**src/rtl/ram_wr_pkg.sv**
```systemverilog
// Shared types and constant helpers for the packet-to-RAM write controller.
package ram_wr_pkg;

    typedef enum logic [0:0] {
        IDLE = 1'b0,
        RECV = 1'b1
    } state_e;

    localparam int unsigned ERR_SOP   = 0;
    localparam int unsigned ERR_SHORT = 1;
    localparam int unsigned ERR_LONG  = 2;

    // Counter width for values 0..v-1, never narrower than one bit
    function automatic int unsigned clog2(input int unsigned v);
        int unsigned r;
        r = 0;
        while ((32'd1 << r) < v) r++;
        return (r == 0) ? 1 : r;
    endfunction

    function automatic int unsigned words_per_row(input int unsigned k, input int unsigned elem_w,
                                                  input int unsigned data_w);
        return (k * elem_w + data_w - 1) / data_w;
    endfunction

    // Strobe of the final word of a row; partial when K does not fill it
    function automatic int unsigned last_strb(input int unsigned k, input int unsigned strb_w);
        int unsigned rem;
        rem = k % strb_w;
        return (rem == 0) ? ((32'd1 << strb_w) - 1) : ((32'd1 << rem) - 1);
    endfunction

endpackage

```
**src/rtl/ram_wr_ctrl_gen_if.sv**
```systemverilog
// Bus receive side and RAM write side of the write controller.
// RAM_WR_PINGPONG_EN adds the ram_wr_bank output.
interface ram_wr_ctrl_gen_if #(
    parameter int unsigned DATA_W = 32,
    parameter int unsigned STRB_W = 2,
    parameter int unsigned ADDR_W = 4
);
    logic              frame_clr;
    logic              wr_sop;
    logic              wr_eop;
    logic              wr_vld;
    logic [DATA_W-1:0] wr_data;
    logic              ram_wr_en;
    logic [STRB_W-1:0] ram_wr_strb;
    logic [ADDR_W-1:0] ram_wr_addr;
    logic [DATA_W-1:0] ram_wr_data;
    logic              frame_done;
    logic [2:0]        err_pulse;
`ifdef RAM_WR_PINGPONG_EN
    logic              ram_wr_bank;
`endif

    modport master (
        output frame_clr, wr_sop, wr_eop, wr_vld, wr_data,
        input  ram_wr_en, ram_wr_strb, ram_wr_addr, ram_wr_data, frame_done, err_pulse
`ifdef RAM_WR_PINGPONG_EN
        , input ram_wr_bank
`endif
    );

    modport slave (
        input  frame_clr, wr_sop, wr_eop, wr_vld, wr_data,
        output ram_wr_en, ram_wr_strb, ram_wr_addr, ram_wr_data, frame_done, err_pulse
`ifdef RAM_WR_PINGPONG_EN
        , output ram_wr_bank
`endif
    );
endinterface

```
**src/rtl/ram_wr_addr_gen.sv**
```systemverilog
// Row / word-index counters and the arithmetic (row, widx) -> (addr, strb) mapping.
module ram_wr_addr_gen
    import ram_wr_pkg::*;
#(
    parameter int unsigned DATA_W    = 32,
    parameter int unsigned ELEM_W    = 16,
    parameter int unsigned STRB_W    = 2,
    parameter int unsigned K         = 3,
    parameter int unsigned ROWS      = 3,
    parameter int unsigned BASE_ADDR = 0,
    parameter int unsigned ROW_PITCH = 3,
    parameter int unsigned ADDR_W    = 4
) (
    input  logic              clk,
    input  logic              rst,
    input  logic              clr,
    input  logic              restart,
    input  logic              wr,
    input  logic              pkt_end,
    input  logic              row_adv,
    output logic [ADDR_W-1:0] addr_c,
    output logic [STRB_W-1:0] strb_c,
    output logic              avail_c,
    output logic              last_c,
    output logic              full_c,
    output logic              row_last_c
);
    localparam int unsigned WPR    = words_per_row(K, ELEM_W, DATA_W);
    localparam int unsigned WIDX_W = clog2(WPR + 1);
    localparam int unsigned ROW_W  = clog2(ROWS);
    localparam int unsigned LSTRB  = last_strb(K, STRB_W);

    logic [ROW_W-1:0]  row_q;
    logic [WIDX_W-1:0] widx_q;
    logic [WIDX_W-1:0] widx_eff;

    // A sop beat always addresses word 0 of the row, even on a restart
    always_comb begin
        widx_eff   = restart ? '0 : widx_q;
        avail_c    = widx_eff < WIDX_W'(WPR);
        last_c     = widx_eff == WIDX_W'(WPR - 1);
        full_c     = widx_eff == WIDX_W'(WPR);
        row_last_c = row_q == ROW_W'(ROWS - 1);
        addr_c     = ADDR_W'(BASE_ADDR + 32'(row_q) * ROW_PITCH + 32'(widx_eff) * STRB_W);
        strb_c     = last_c ? STRB_W'(LSTRB) : '1;
    end

    always_ff @(posedge clk or posedge rst) begin
        if (rst) begin
            row_q  <= '0;
            widx_q <= '0;
        end else if (clr) begin
            row_q  <= '0;
            widx_q <= '0;
        end else begin
            if (row_adv) row_q <= row_last_c ? '0 : row_q + ROW_W'(1);
            widx_q <= pkt_end ? '0 : widx_eff + WIDX_W'(wr);
        end
    end
endmodule

```
**src/rtl/ram_wr_ctrl_gen.sv**
```systemverilog
// Packet-to-RAM write controller: picks masked beats and emits one element-addressed RAM write each.
// RAM_WR_PINGPONG_EN adds a frame-toggled ram_wr_bank output.
module ram_wr_ctrl_gen
    import ram_wr_pkg::*;
#(
    parameter int unsigned DATA_W    = 32,
    parameter int unsigned ELEM_W    = 16,
    parameter int unsigned K         = 3,
    parameter int unsigned ROWS      = 3,
    parameter int unsigned BEATS     = 10,
    parameter logic [BEATS-1:0] VLD_MASK = 10'b0000000110,
    parameter int unsigned BASE_ADDR = 0,
    parameter int unsigned ROW_PITCH = 3,
    parameter int unsigned ADDR_W    = 4
) (
    input  logic clk,
    input  logic rst,
    ram_wr_ctrl_gen_if.slave bus
);
    localparam int unsigned STRB_W = DATA_W / ELEM_W;
    // One extra code so the counter can sit at BEATS once a packet overruns
    localparam int unsigned BEAT_W = clog2(BEATS + 1);
    localparam logic [2**BEAT_W-1:0] MASK_EXT = (2**BEAT_W)'(VLD_MASK);

    if (BASE_ADDR + (ROWS - 1) * ROW_PITCH + K - 1 >= (32'd1 << ADDR_W)) begin : g_addr_chk
        $error("ram_wr_ctrl_gen: address range exceeds ADDR_W");
    end

    state_e            state_q, state_d;
    logic [BEAT_W-1:0] beat_q, beat_d, beat_i;
    logic              long_q, long_d;
    logic              sop_beat, in_pkt, beat_ok, wr, eop_evt, full_after, row_adv, fd;
    logic [2:0]        err_d;
    logic [ADDR_W-1:0] addr_c;
    logic [STRB_W-1:0] strb_c;
    logic              avail_c, last_c, full_c, row_last_c;

    ram_wr_addr_gen #(
        .DATA_W(DATA_W), .ELEM_W(ELEM_W), .STRB_W(STRB_W), .K(K), .ROWS(ROWS),
        .BASE_ADDR(BASE_ADDR), .ROW_PITCH(ROW_PITCH), .ADDR_W(ADDR_W)
    ) u_addr_gen (
        .clk(clk), .rst(rst), .clr(bus.frame_clr), .restart(sop_beat), .wr(wr),
        .pkt_end(eop_evt), .row_adv(row_adv), .addr_c(addr_c), .strb_c(strb_c),
        .avail_c(avail_c), .last_c(last_c), .full_c(full_c), .row_last_c(row_last_c)
    );

    always_ff @(posedge clk or posedge rst) begin
        if (rst) state_q <= IDLE;
        else     state_q <= state_d;
    end

    always_comb begin
        state_d = state_q;
        if (bus.frame_clr)  state_d = IDLE;
        else if (in_pkt)    state_d = bus.wr_eop ? IDLE : RECV;
    end

    // Beat decode; frame_clr masks every event of its cycle
    always_comb begin
        err_d      = '0;
        sop_beat   = bus.wr_vld && bus.wr_sop;
        in_pkt     = bus.wr_vld && (bus.wr_sop || state_q == RECV);
        beat_i     = sop_beat ? '0 : beat_q;
        beat_ok    = in_pkt && (beat_i < BEAT_W'(BEATS)) && MASK_EXT[beat_i];
        wr         = beat_ok && avail_c && !bus.frame_clr;
        eop_evt    = in_pkt && bus.wr_eop && !bus.frame_clr;
        full_after = full_c || (wr && last_c);
        row_adv    = eop_evt && full_after;
        fd         = wr && last_c && row_last_c;
        err_d[ERR_SHORT] = eop_evt && !full_after;
        err_d[ERR_SOP]   = sop_beat && (state_q == RECV) && !bus.frame_clr;
        err_d[ERR_LONG]  = in_pkt && !bus.frame_clr && !bus.wr_eop && !long_q
                           && (beat_i == BEAT_W'(BEATS));
        beat_d = beat_q;
        long_d = long_q;
        if (bus.frame_clr) begin
            beat_d = '0;
            long_d = 1'b0;
        end else if (in_pkt) begin
            beat_d = bus.wr_eop ? '0
                   : (beat_i < BEAT_W'(BEATS)) ? beat_i + BEAT_W'(1) : beat_i;
            long_d = bus.wr_eop ? 1'b0 : ((long_q && !sop_beat) || err_d[ERR_LONG]);
        end
    end

    always_ff @(posedge clk or posedge rst) begin
        if (rst) begin
            beat_q           <= '0;
            long_q           <= 1'b0;
            bus.ram_wr_en    <= 1'b0;
            bus.ram_wr_strb  <= '0;
            bus.ram_wr_addr  <= '0;
            bus.ram_wr_data  <= '0;
            bus.frame_done   <= 1'b0;
            bus.err_pulse    <= '0;
        end else begin
            beat_q           <= beat_d;
            long_q           <= long_d;
            bus.ram_wr_en    <= wr;
            bus.ram_wr_strb  <= wr ? strb_c : '0;
            bus.ram_wr_addr  <= wr ? addr_c : '0;
            bus.ram_wr_data  <= wr ? bus.wr_data : '0;
            bus.frame_done   <= fd;
            bus.err_pulse    <= err_d;
        end
    end

`ifdef RAM_WR_PINGPONG_EN
    logic bank_q;

    // Bank flips when the last row of a frame closes with its eop
    always_ff @(posedge clk or posedge rst) begin
        if (rst) begin
            bank_q          <= 1'b0;
            bus.ram_wr_bank <= 1'b0;
        end else begin
            if (bus.frame_clr)               bank_q <= 1'b0;
            else if (row_adv && row_last_c)  bank_q <= ~bank_q;
            bus.ram_wr_bank <= wr ? bank_q : 1'b0;
        end
    end
`endif
endmodule
```
**src/flat_wrapper.sv**
```systemverilog
// flat-port wrapper written by rule: the top's interface ports become plain ports
module ram_wr_ctrl_gen_flat import ram_wr_pkg::*;
#(
    parameter int unsigned DATA_W    = 32,
    parameter int unsigned ELEM_W    = 16,
    parameter int unsigned K         = 3,
    parameter int unsigned ROWS      = 3,
    parameter int unsigned BEATS     = 10,
    parameter logic [BEATS-1:0] VLD_MASK = 10'b0000000110,
    parameter int unsigned BASE_ADDR = 0,
    parameter int unsigned ROW_PITCH = 3,
    parameter int unsigned ADDR_W    = 4
)
  (clk, rst, bus_frame_clr, bus_wr_sop, bus_wr_eop, bus_wr_vld, bus_wr_data, bus_ram_wr_en, bus_ram_wr_strb, bus_ram_wr_addr, bus_ram_wr_data, bus_frame_done, bus_err_pulse);
  ram_wr_ctrl_gen_if #(.DATA_W(DATA_W), .ADDR_W(ADDR_W)) bus_i ();
  input  logic clk;
  input  logic rst;
  input wire logic [$bits(bus_i.frame_clr)-1:0] bus_frame_clr;
  input wire logic [$bits(bus_i.wr_sop)-1:0] bus_wr_sop;
  input wire logic [$bits(bus_i.wr_eop)-1:0] bus_wr_eop;
  input wire logic [$bits(bus_i.wr_vld)-1:0] bus_wr_vld;
  input wire logic [$bits(bus_i.wr_data)-1:0] bus_wr_data;
  output wire logic [$bits(bus_i.ram_wr_en)-1:0] bus_ram_wr_en;
  output wire logic [$bits(bus_i.ram_wr_strb)-1:0] bus_ram_wr_strb;
  output wire logic [$bits(bus_i.ram_wr_addr)-1:0] bus_ram_wr_addr;
  output wire logic [$bits(bus_i.ram_wr_data)-1:0] bus_ram_wr_data;
  output wire logic [$bits(bus_i.frame_done)-1:0] bus_frame_done;
  output wire logic [$bits(bus_i.err_pulse)-1:0] bus_err_pulse;
  assign bus_i.frame_clr = bus_frame_clr;
  assign bus_i.wr_sop = bus_wr_sop;
  assign bus_i.wr_eop = bus_wr_eop;
  assign bus_i.wr_vld = bus_wr_vld;
  assign bus_i.wr_data = bus_wr_data;
  assign bus_ram_wr_en = bus_i.ram_wr_en;
  assign bus_ram_wr_strb = bus_i.ram_wr_strb;
  assign bus_ram_wr_addr = bus_i.ram_wr_addr;
  assign bus_ram_wr_data = bus_i.ram_wr_data;
  assign bus_frame_done = bus_i.frame_done;
  assign bus_err_pulse = bus_i.err_pulse;
  ram_wr_ctrl_gen #(.DATA_W(DATA_W), .ELEM_W(ELEM_W), .K(K), .ROWS(ROWS), .BEATS(BEATS), .VLD_MASK(VLD_MASK), .BASE_ADDR(BASE_ADDR), .ROW_PITCH(ROW_PITCH), .ADDR_W(ADDR_W)) u_core (.clk(clk), .rst(rst), .bus(bus_i));
endmodule
```
**config.mk**
```make
export PLATFORM = sky130hd
export DESIGN_NAME = ram_wr_ctrl_gen_flat
export DESIGN_NICKNAME = d
export VERILOG_FILES = /design/src/rtl/ram_wr_pkg.sv /design/src/rtl/ram_wr_ctrl_gen_if.sv /design/src/rtl/ram_wr_addr_gen.sv /design/src/rtl/ram_wr_ctrl_gen.sv /design/src/flat_wrapper.sv
export SDC_FILE = /design/constraint.sdc
export NUM_CORES = 1
export LEC_CHECK = 0
export ABC_AREA = 1
export ABC_CLOCK_PERIOD_IN_PS = 2120
export BUFFER_PORTS_ARGS = -buffer_cell sky130_fd_sc_hd__clkbuf_2
export CORE_MARGIN = 10
export CORE_UTILIZATION = 49
export CTS_CLUSTER_DIAMETER = 200
export CTS_CLUSTER_SIZE = 14
export DETAILED_ROUTE_END_ITERATION = 8
export GPL_TIMING_DRIVEN = 0
export PLACE_DENSITY = 0.79
export REMOVE_ABC_BUFFERS = 1
export SLEW_MARGIN = 20
export SYNTH_ARGS = -nofsm -noshare
export SYNTH_HDL_FRONTEND = slang
export SYNTH_HIERARCHICAL = 1
export SYNTH_SLANG_ARGS = --single-unit
```
**constraint.sdc**
```tcl
create_clock -name clk -period 2.12 [get_ports clk]
set_input_delay 0.424 -clock clk [delete_from_list [all_inputs] [get_ports clk]]
set_output_delay 0.424 -clock clk [all_outputs]
set_load 0.1 [all_outputs]
```
==> metrics list, run 1 <==
* Result of the run: finished, final reports clean
* Cell-by-cell trace of the critical path: clkbuf_2 -> nand2_2 -> inv_1 -> nor2_2 -> ha_1 -> inv_1 -> nor2_4 -> nand3_4 -> inv_2 -> ha_1 -> nor3b_1
- TritonCTS clock tree: done
- Post-Syn Area per Cell: 9.73 um^2
- The first routing iteration left 68 violations.
* Later-pin clock latency in the skew report: 0.29 ns
* Clock buffer count from CTS: 5
- The count of cells in the finished layout, fillers not included, comes to 370.
- Required time of the worst setup path: 2.31 ns
* Count of flip-flops with a built-in enable after synthesis: 0
- Number of global-route vias before repair: 1665
- The worst path needs 1.93 ns of the cycle, external delays included.
- The die covers 7750 um^2.
- Data arrival time of the critical path: between 2 and 2.5 ns
* Most frequent cells after synthesis: 62 x inv_1, 53 x dfrtp_1, 36 x nor2_1
* Pin count of the biggest net entering global routing: 27
* Number of distinct library cells after synthesis: 26
* Met2 demand-to-capacity share in global routing: 20.8%
- Global-route met3 utilization: roughly 3.8%
- The path class of the tightest hold or removal check is input port to register.
- Internal power comes to 1.45 mW.
- Max-cap violations in this run came to 0.
- The layout has about 360 filler cells.
* Slowest Stage Delay on Critical Path: 0.26 ns
* Placeable core region: roughly 4400 um^2
- The number of antenna diodes in the final layout is 0.
- In this run the tool buffered the top-level ports with 80 buffer cells.
* Main area contributors after synthesis: dfrtp_1 58%, inv_1 10%, nor2_1 6.0%
- The number of max-slew violations in the final report is 0.
- Number of top-level design ports: between 80 and 90
* Average wire per cell in the routed design: 13.3 um
- Mapped Cells: 233
- Static timing analysis puts the maximum clock frequency at 0.519 GHz.
* Crit path max-delay cell type: ha_1
- The number of buffers and inverters on the critical path is 4.
* Master cell of the clock root buffer: clkbuf_8
- CTS Buffer Depth: 2
- Most instantiated library cell after synthesis: inv_1
* Final Wtd Congestion: 0.743
- The layer flagged by global routing as most heavily used is met2.
- Final Setup Violations: 0
- In the routed layout, each cell is associated on average with a via count of 4.47.
* First-pass GRT wire length: slightly below 8 mm
* Flop and latch count out of synthesis: 53
* Num Clock Sinks: 53
* Number of warnings printed during yosys synthesis: 6
* Placement row count: 24
- The die is 88.0 um wide.
- The setup path with the least slack is of type input port to register.
* Leftover overflow at the end of global routing: 0
- Worst setup EP type: register
- Clock Skews: around 0.0037 ns
- Once the floorplan was initialized, standard cells occupied 51.4% of the core.
- Detailed routing inserted a total of 1655 vias.
- Measured against its own limit, the worst slew margin works out to 62.3%.
- Once placement completed, the tool counted placed cells totaling 359.
- Height of the die: 88.0 um
- Total standard cell area after synthesis: 2270 um^2
* Async S/R FF share, synth: 100%
* Startpoint types: input port
* Clock transition at the register clock pins on the worst setup and hold paths after CTS: ~0.090 ns
- Unrepaired setup endpoints after global routing: no
* Post-synthesis sequential area ratio: around 58%
- Count of antenna-violating nets left after detailed routing: 0
- Among cell families on the critical path, the largest total delay comes from simple AND/OR/NAND/NOR gates.
- Worst Tran Pin Value: about 0.56 ns
- Placed wire-length estimate: 3.71 mm
* Proportion of total power due to net switching: 23.2%
* DRC Markers: 0
* Met1 track utilization from global routing: 15.5%
- IR analysis of the VDD net gives a maximum drop of 0.253 mV.
- Summed over all layers, the routed wires come to 4.90 mm.
* Layout area overhead: 26.2%
* CP max FO: 11
* Number of hold violations in the final report: 0
- For this run, the post-layout net count is 362.
- The design draws between 1.5 and 2 mW.
- The synthesized design spends more area on one cell type than any other, namely dfrtp_1.
* Area share of the largest cell type after synthesis: 58.5%
- Post-Route Utilization: 64.8%
- H-tree levels: 2
- The number of setup buffers added after CTS is 0.
* Antenna violations before repair: 0
- Final Hold Slack: around 0.3 ns
- In the global route stage, overall resource usage came out at approximately an eighth.
- Part of the total power dissipated in the clock network: 36.7%
- Pwr/cell area: 662 nW/um^2
- Pre-antenna DRT Iters: 4
- Leak: 1.76 nW
- The final critical path takes up 90.9% of the cycle.
- Combinational logic is responsible for a little under a tenth of the overall power.
- The worst register-to-register path has a setup slack of 0.23 ns.
* Fraction of layout cells with a size suffix above 1: between 30% and 40%
* P_sw: 440 uW
- Share of power burned in registers: 53.9%
- Post-synth top flop: dfrtp_1
-- per-layer routing --
layer,vias to the layer above,share of wire (%)
met2,65,46
met3,2,11
met5,-,0
li1,841,-
met1,747,42
met4,0,0.73
-- power groups by stage --
stage	clock (mW)	sequential (mW)	combinational (mW)
final	0.695	1.02	0.178
after global routing	0.757	1.02	0.196
after CTS	0.718	1.02	0.181
after detailed placement	0	1.04	0.172
after global placement	0	1.04	0.164
after floorplan	0	1.09	0.0648
-- final timing paths --
| kind | to | startpoint | cells past startpoint |
|---|---|---|---|
| max in group asynchronous | u_core/bus.ram_wr_data[22] | rst | 4 |
| worst max-delay path | u_core/u_addr_gen/widx_q[0] | bus_wr_vld | 11 |
| min in group asynchronous | u_core/u_addr_gen/widx_q[1] | rst | 3 |
| worst max register to register | u_core/u_addr_gen/widx_q[0] | u_core/beat_q[1] | 9 |
| worst min register to register | u_core/bus.err_pulse[0] | u_core/state_q | 2 |
| worst min-delay path | u_core/bus.ram_wr_data[12] | bus_wr_data[12] | 3 |
-- flip-flops by register name (all words and copies together), names as in the netlist, 2 cells and up --
register,count
u_core/bus.ram_wr_data,32
u_core/beat_q,4
u_core/bus.ram_wr_addr,4
u_core/bus.err_pulse,3
u_core/bus.ram_wr_strb,2
u_core/u_addr_gen/row_q,2
u_core/u_addr_gen/widx_q,2
-- kinds of logic after synthesis --
family | synth area share [%]
compound gates | 2.32
fa+ha+maj | 4.53
buf+inv | 13.7
flops | 58.5
other cells | 0.165
simple gates | 20.8
-- per-stage QoR --
stage	setup TNS, ns	setup WS (ns)	instance area, um^2
after floorplan	-0.370	-0.200	2200
after global placement	-13.04	-0.578	2670
after detailed placement	-9.35	-0.579	2690
after CTS	0	0.0258	2860
after global routing	0	0.0140	2860
final	0	0.192	2860
-- tightest hold or removal path, stage by stage --
cell and delay, ns:
clkbuf_2 0.08, inv_1 0.04, nor2_1 0.03
-- final cells by class --
type / instances / area [um^2] / area share [%]
Multi-Input combinational cell: 110 / 668 / 23.3
Inverter: 65 / 244 / 8.53
Timing Repair Buffer: 82 / 438 / 15.3
Sequential cell: 53 / 1330 / 46.3
Clock buffer: 6 / 82.6 / 2.89
Tap cell: 52 / 65.1 / 2.27
Clock inverter: 2 / 37.5 / 1.31
-- layout by cell type (no fill, tap or decap), drive strengths merged, types with 2 or more instances in the layout --
cell	count
o21ai	6
ha	5
nor2	48
nand2	23
clkbuf	86
a21oi	2
inv	65
fa	2
dfrtp	53
nand4	3
nand3	17
-- what timing repair did --
action,4_1_cts,5_1_grt
resized for setup,2,2
endpoints found under the hold margin,4,0
hold buffers,1,0
endpoints found under the setup margin,2,4
pin swaps,1,0
gates cloned,2,0
Note: power is estimated with default switching activity, not from simulation.
==> inputs of run 2 (changes only) <==
--- a/config.mk
+++ b/config.mk
@@ -6,15 +6,16 @@
 export NUM_CORES = 1
 export LEC_CHECK = 0
 export ABC_AREA = 1
-export ABC_CLOCK_PERIOD_IN_PS = 2120
+export ABC_CLOCK_PERIOD_IN_PS = 2480
 export BUFFER_PORTS_ARGS = -buffer_cell sky130_fd_sc_hd__clkbuf_2
+export CAP_MARGIN = 20
 export CORE_MARGIN = 10
-export CORE_UTILIZATION = 49
+export CORE_UTILIZATION = 53
 export CTS_CLUSTER_DIAMETER = 200
-export CTS_CLUSTER_SIZE = 14
+export CTS_CLUSTER_SIZE = 20
 export DETAILED_ROUTE_END_ITERATION = 8
 export GPL_TIMING_DRIVEN = 0
-export PLACE_DENSITY = 0.79
+export PLACE_DENSITY = 0.84
 export REMOVE_ABC_BUFFERS = 1
 export SLEW_MARGIN = 20
 export SYNTH_ARGS = -nofsm -noshare
==> constraint.sdc (replaced) <==
create_clock -name clk -period 2.48 [get_ports clk]
set_input_delay 0.496 -clock clk [delete_from_list [all_inputs] [get_ports clk]]
set_output_delay 0.496 -clock clk [all_outputs]
set_load 0.1 [all_outputs]
==> run 2 against run 1 <==
  * Final cell count decreased by 1.1%
  * Count of clock-buffer cells in the layout is the same
  * Critical path depth did not move
  * Critical endpoint unchanged
  * Die area down 5.9%
  * Via count rose by 0.18%
  * Combinational power down 18%
  * Hold slack lost 0.25 ns
  * Clock skew up 0.0038 ns
  * Sequential share of layout area increased by 1.1 points
  * Final area shrank 2.3%
==> metrics list, run 2 (synthesis gave the netlist of run 1 again) <==
* DRC Markers: 0 (unchanged)
- The total routing usage reported by global routing came to 13.3% (+0.59 points).
- Count of antenna diodes in the layout: 0 (unchanged)
- Startpoint types: input port
- Number of global-route vias before repair: 1681 (+0.96%)
* Routed via count divided by cell count: 4.53 (+1.3%)
* Antenna violations before repair: 0 (unchanged)
* Critical R2R Launch: u_core/beat_q[1]
* Pin count of the biggest net entering global routing: 30 (+11%)
- The worst path arrival time was 2.52 ns (+0.41 ns).
- Final number of max-transition violations: 0 (unchanged)
- Drt initial violations: 51 (-25%)
* Height of the die: 85.4 um (-3.0%)
* Leak: 1.74 nW (-0.84%)
- The post-layout net count is 360 (-0.55%).
* Final Setup Violations: 0 (unchanged)
* Pwr/cell area: 543 nW/um^2 (-18%)
- The share of layout cells above drive strength 1 came to 34.8% (-0.72 points).
* Leftover overflow at the end of global routing: 0 (unchanged)
- Required time of the worst setup path: 2.67 ns (+0.36 ns)
- The TritonCTS buffer count came to 5 (unchanged).
* H-tree levels: 2 (unchanged)
- The global-route track usage on met1 came to 14.1% (-1.4 points).
- Design Area, Final: 2800 um^2 (-2.3%)
* Placement row count: 23 (-4.2%)
- The worst hold margin is 0.0604 ns (-0.246 ns).
- Later-pin clock latency in the skew report: 0.30 ns (about the same)
* Start-to-end type of the worst setup path: input port to register
- Remaining max-slew budget at the tightest pin: 62.6% (+0.33 points)
* Number of max-cap violations: 0 (unchanged)
- The number of buffers inserted by port buffering was 80 (unchanged).
- Num Clock Sinks: 53 (unchanged)
- After layout, the minimum clock period comes to 2.32 ns.
- The worst path uses 93.7% of the clock period.
- Most utilized layer in the global route result: met2
- Most frequent cells in the layout: 80 x clkbuf_2, 61 x inv_1, 53 x dfrtp_1
* Fmax: roughly 0.43 GHz
- Worst-case vdd ir drop: 0.296 mV (+17%)
- The remaining antenna violation count came to 0 (unchanged).
- The library cell used most frequently in the layout, excluding fill and tap cells, is clkbuf_2.
* Clock Skews: 0.00754 ns (+0.00382 ns)
- Placed wire-length estimate: 3.69 mm (-0.51%)
- Worst setup EP type: register
- Total number of vias: 1658 (+0.18%)
* Crit path max-delay cell type: ha_1
- Min-delay worst type: input port to async pin
* Unrepaired setup endpoints after global routing: yes
- The flow ran to the end, and the final reports show no timing, DRC or antenna violations.
- Post-detailed-placement cell area: 2680 um^2 (-0.37%)
- The die width came to 85.4 um (-3.0%).
- The number of iterations in the first detailed-routing pass was 4 (unchanged).
* Layout area overhead: 23.3%
* Largest register by flop count: u_core/bus.ram_wr_data
* Global-route met3 utilization: 4.78% (+0.97 points)
- Cell-by-cell trace of the critical path: clkbuf_2 -> nand2_1 -> inv_1 -> nor2_2 -> ha_1 -> inv_1 -> nor2_2 -> nand3_4 -> inv_2 -> ha_1 -> nor3b_1
* Effective utilization at floorplan: 55.9% (+4.5 points)
- CP max FO: 20 (+9)
- Wire length reported by the detailed router: 4.83 mm (-1.6%)
- First-pass GRT wire length: 7.81 mm (-0.36%)
* Slowest Stage Delay on Critical Path: 0.28 ns (+0.02 ns)
- Worst Tran Pin Value: 0.563 ns (-0.00180 ns)
- The area of the core was 4060 um^2 (-8.1%).
* Met2 demand-to-capacity share in global routing: 23.9% (+3.1 points)
* Master cell of the clock root buffer: clkbuf_8
- The number of hold-slack violations in the final timing report came to 0 (unchanged).
- Flip-flop count of the largest register after layout: 32 (unchanged)
* Largest regs: u_core/bus.ram_wr_data: 32 flops, u_core/beat_q: 4 flops, u_core/bus.ram_wr_addr: 4 flops
- The number of I/O pins was 81 (unchanged).
- The last weighted congestion value of the routability-driven placer was 0.800 (+7.7%).
* Post-CTS setup buffer count: 0 (unchanged)
- TritonCTS built the clock tree.
- The overall die area was 7290 um^2 (-5.9%).
* Count of hold-fix buffers inserted at cts: 0 (-1)
- The mean routed wirelength per cell is 13.2 um (-0.47%).
- CTS Buffer Depth: 2 (unchanged)
- Tracing the worst setup path back leads to its startpoint at bus_wr_vld.
* Clock transition at the register clock pins on the worst setup and hold paths after CTS: 0.09 ns (about the same)
==> run 2: changes by cell type in the layout (fill, tap and decap cells not counted), sizes merged <==
cell and change:
dlygate4sd3 -1, bufinv -1, clkinvlp -1, clkinv +2, nand3 -1
==> run 2: stage by stage <==
step | setup TNS (ns) | util (%) | setup WS, ns | instances | total power [mW]
6_report | 0 | 68.9 | 0.157 | 366 | 1.52
5_1_grt | -0.00739 | 68.9 | -0.00739 | 366 | 1.58
4_1_cts | 0 | 68.7 | 0.141 | 366 | 1.53
3_5_place_dp | -0.680 | 66.1 | -0.340 | 357 | 1.04
3_3_place_gp | -0.601 | 65.6 | -0.311 | 356 | 1.03
2_1_floorplan | 0 | - | 0.0884 | 226 | 0.984
==> run 2: path summary, 6_finish.rpt <==
kind	depth (start not counted)	endpoint	slack, ns
worst max-delay path	11	u_core/u_addr_gen/widx_q[0]	0.16
worst min-delay path	2	u_core/u_addr_gen/widx_q[1]	0.06
worst max register to register	9	u_core/u_addr_gen/widx_q[0]	0.39
worst min register to register	2	u_core/bus.err_pulse[0]	0.55
max in group asynchronous	3	u_core/bus.ram_wr_data[8]	1.80
min in group clk	3	u_core/bus.ram_wr_data[5]	0.37
==> run 2: timing repair <==
item,in CTS,in global routing
pin swaps,1,0
endpoints found under the setup margin,2,16
resized for setup,0,1
cloned,1,0
==> run 2: layer usage <==
layer / routed length (um) / vias up
li1: - / 834
met1: 1840 / 758
met2: 2560 / 62
met3: 393 / 4
met4: 31 / 0
met5: 0 / -
==> run 2: worst max-delay path: cells and delay by family <==
family | cells | cell delay, ns
AND/OR/NAND/NOR | 5 | 0.98
buffers and inverters | 4 | 0.51
adder cells (fa/ha/maj) | 2 | 0.51
==> run 2: cell type report <==
| type | count | area, um^2 |
|---|---|---|
| Clock buffer | 6 | 82.6 |
| Clock inverter | 2 | 13.8 |
| Fill cell | 306 | 1260 |
| Inverter | 65 | 244 |
| Multi-Input combinational cell | 109 | 647 |
| Sequential cell | 53 | 1330 |
| Tap cell | 50 | 62.6 |
| Timing Repair Buffer | 81 | 420 |
==> run 2: power breakdown <==
| part | switching (mW) | internal [mW] |
|---|---|---|
| logic | 0.105 | 0.0408 |
| registers | 0.00224 | 0.871 |
| clock network | 0.273 | 0.227 |
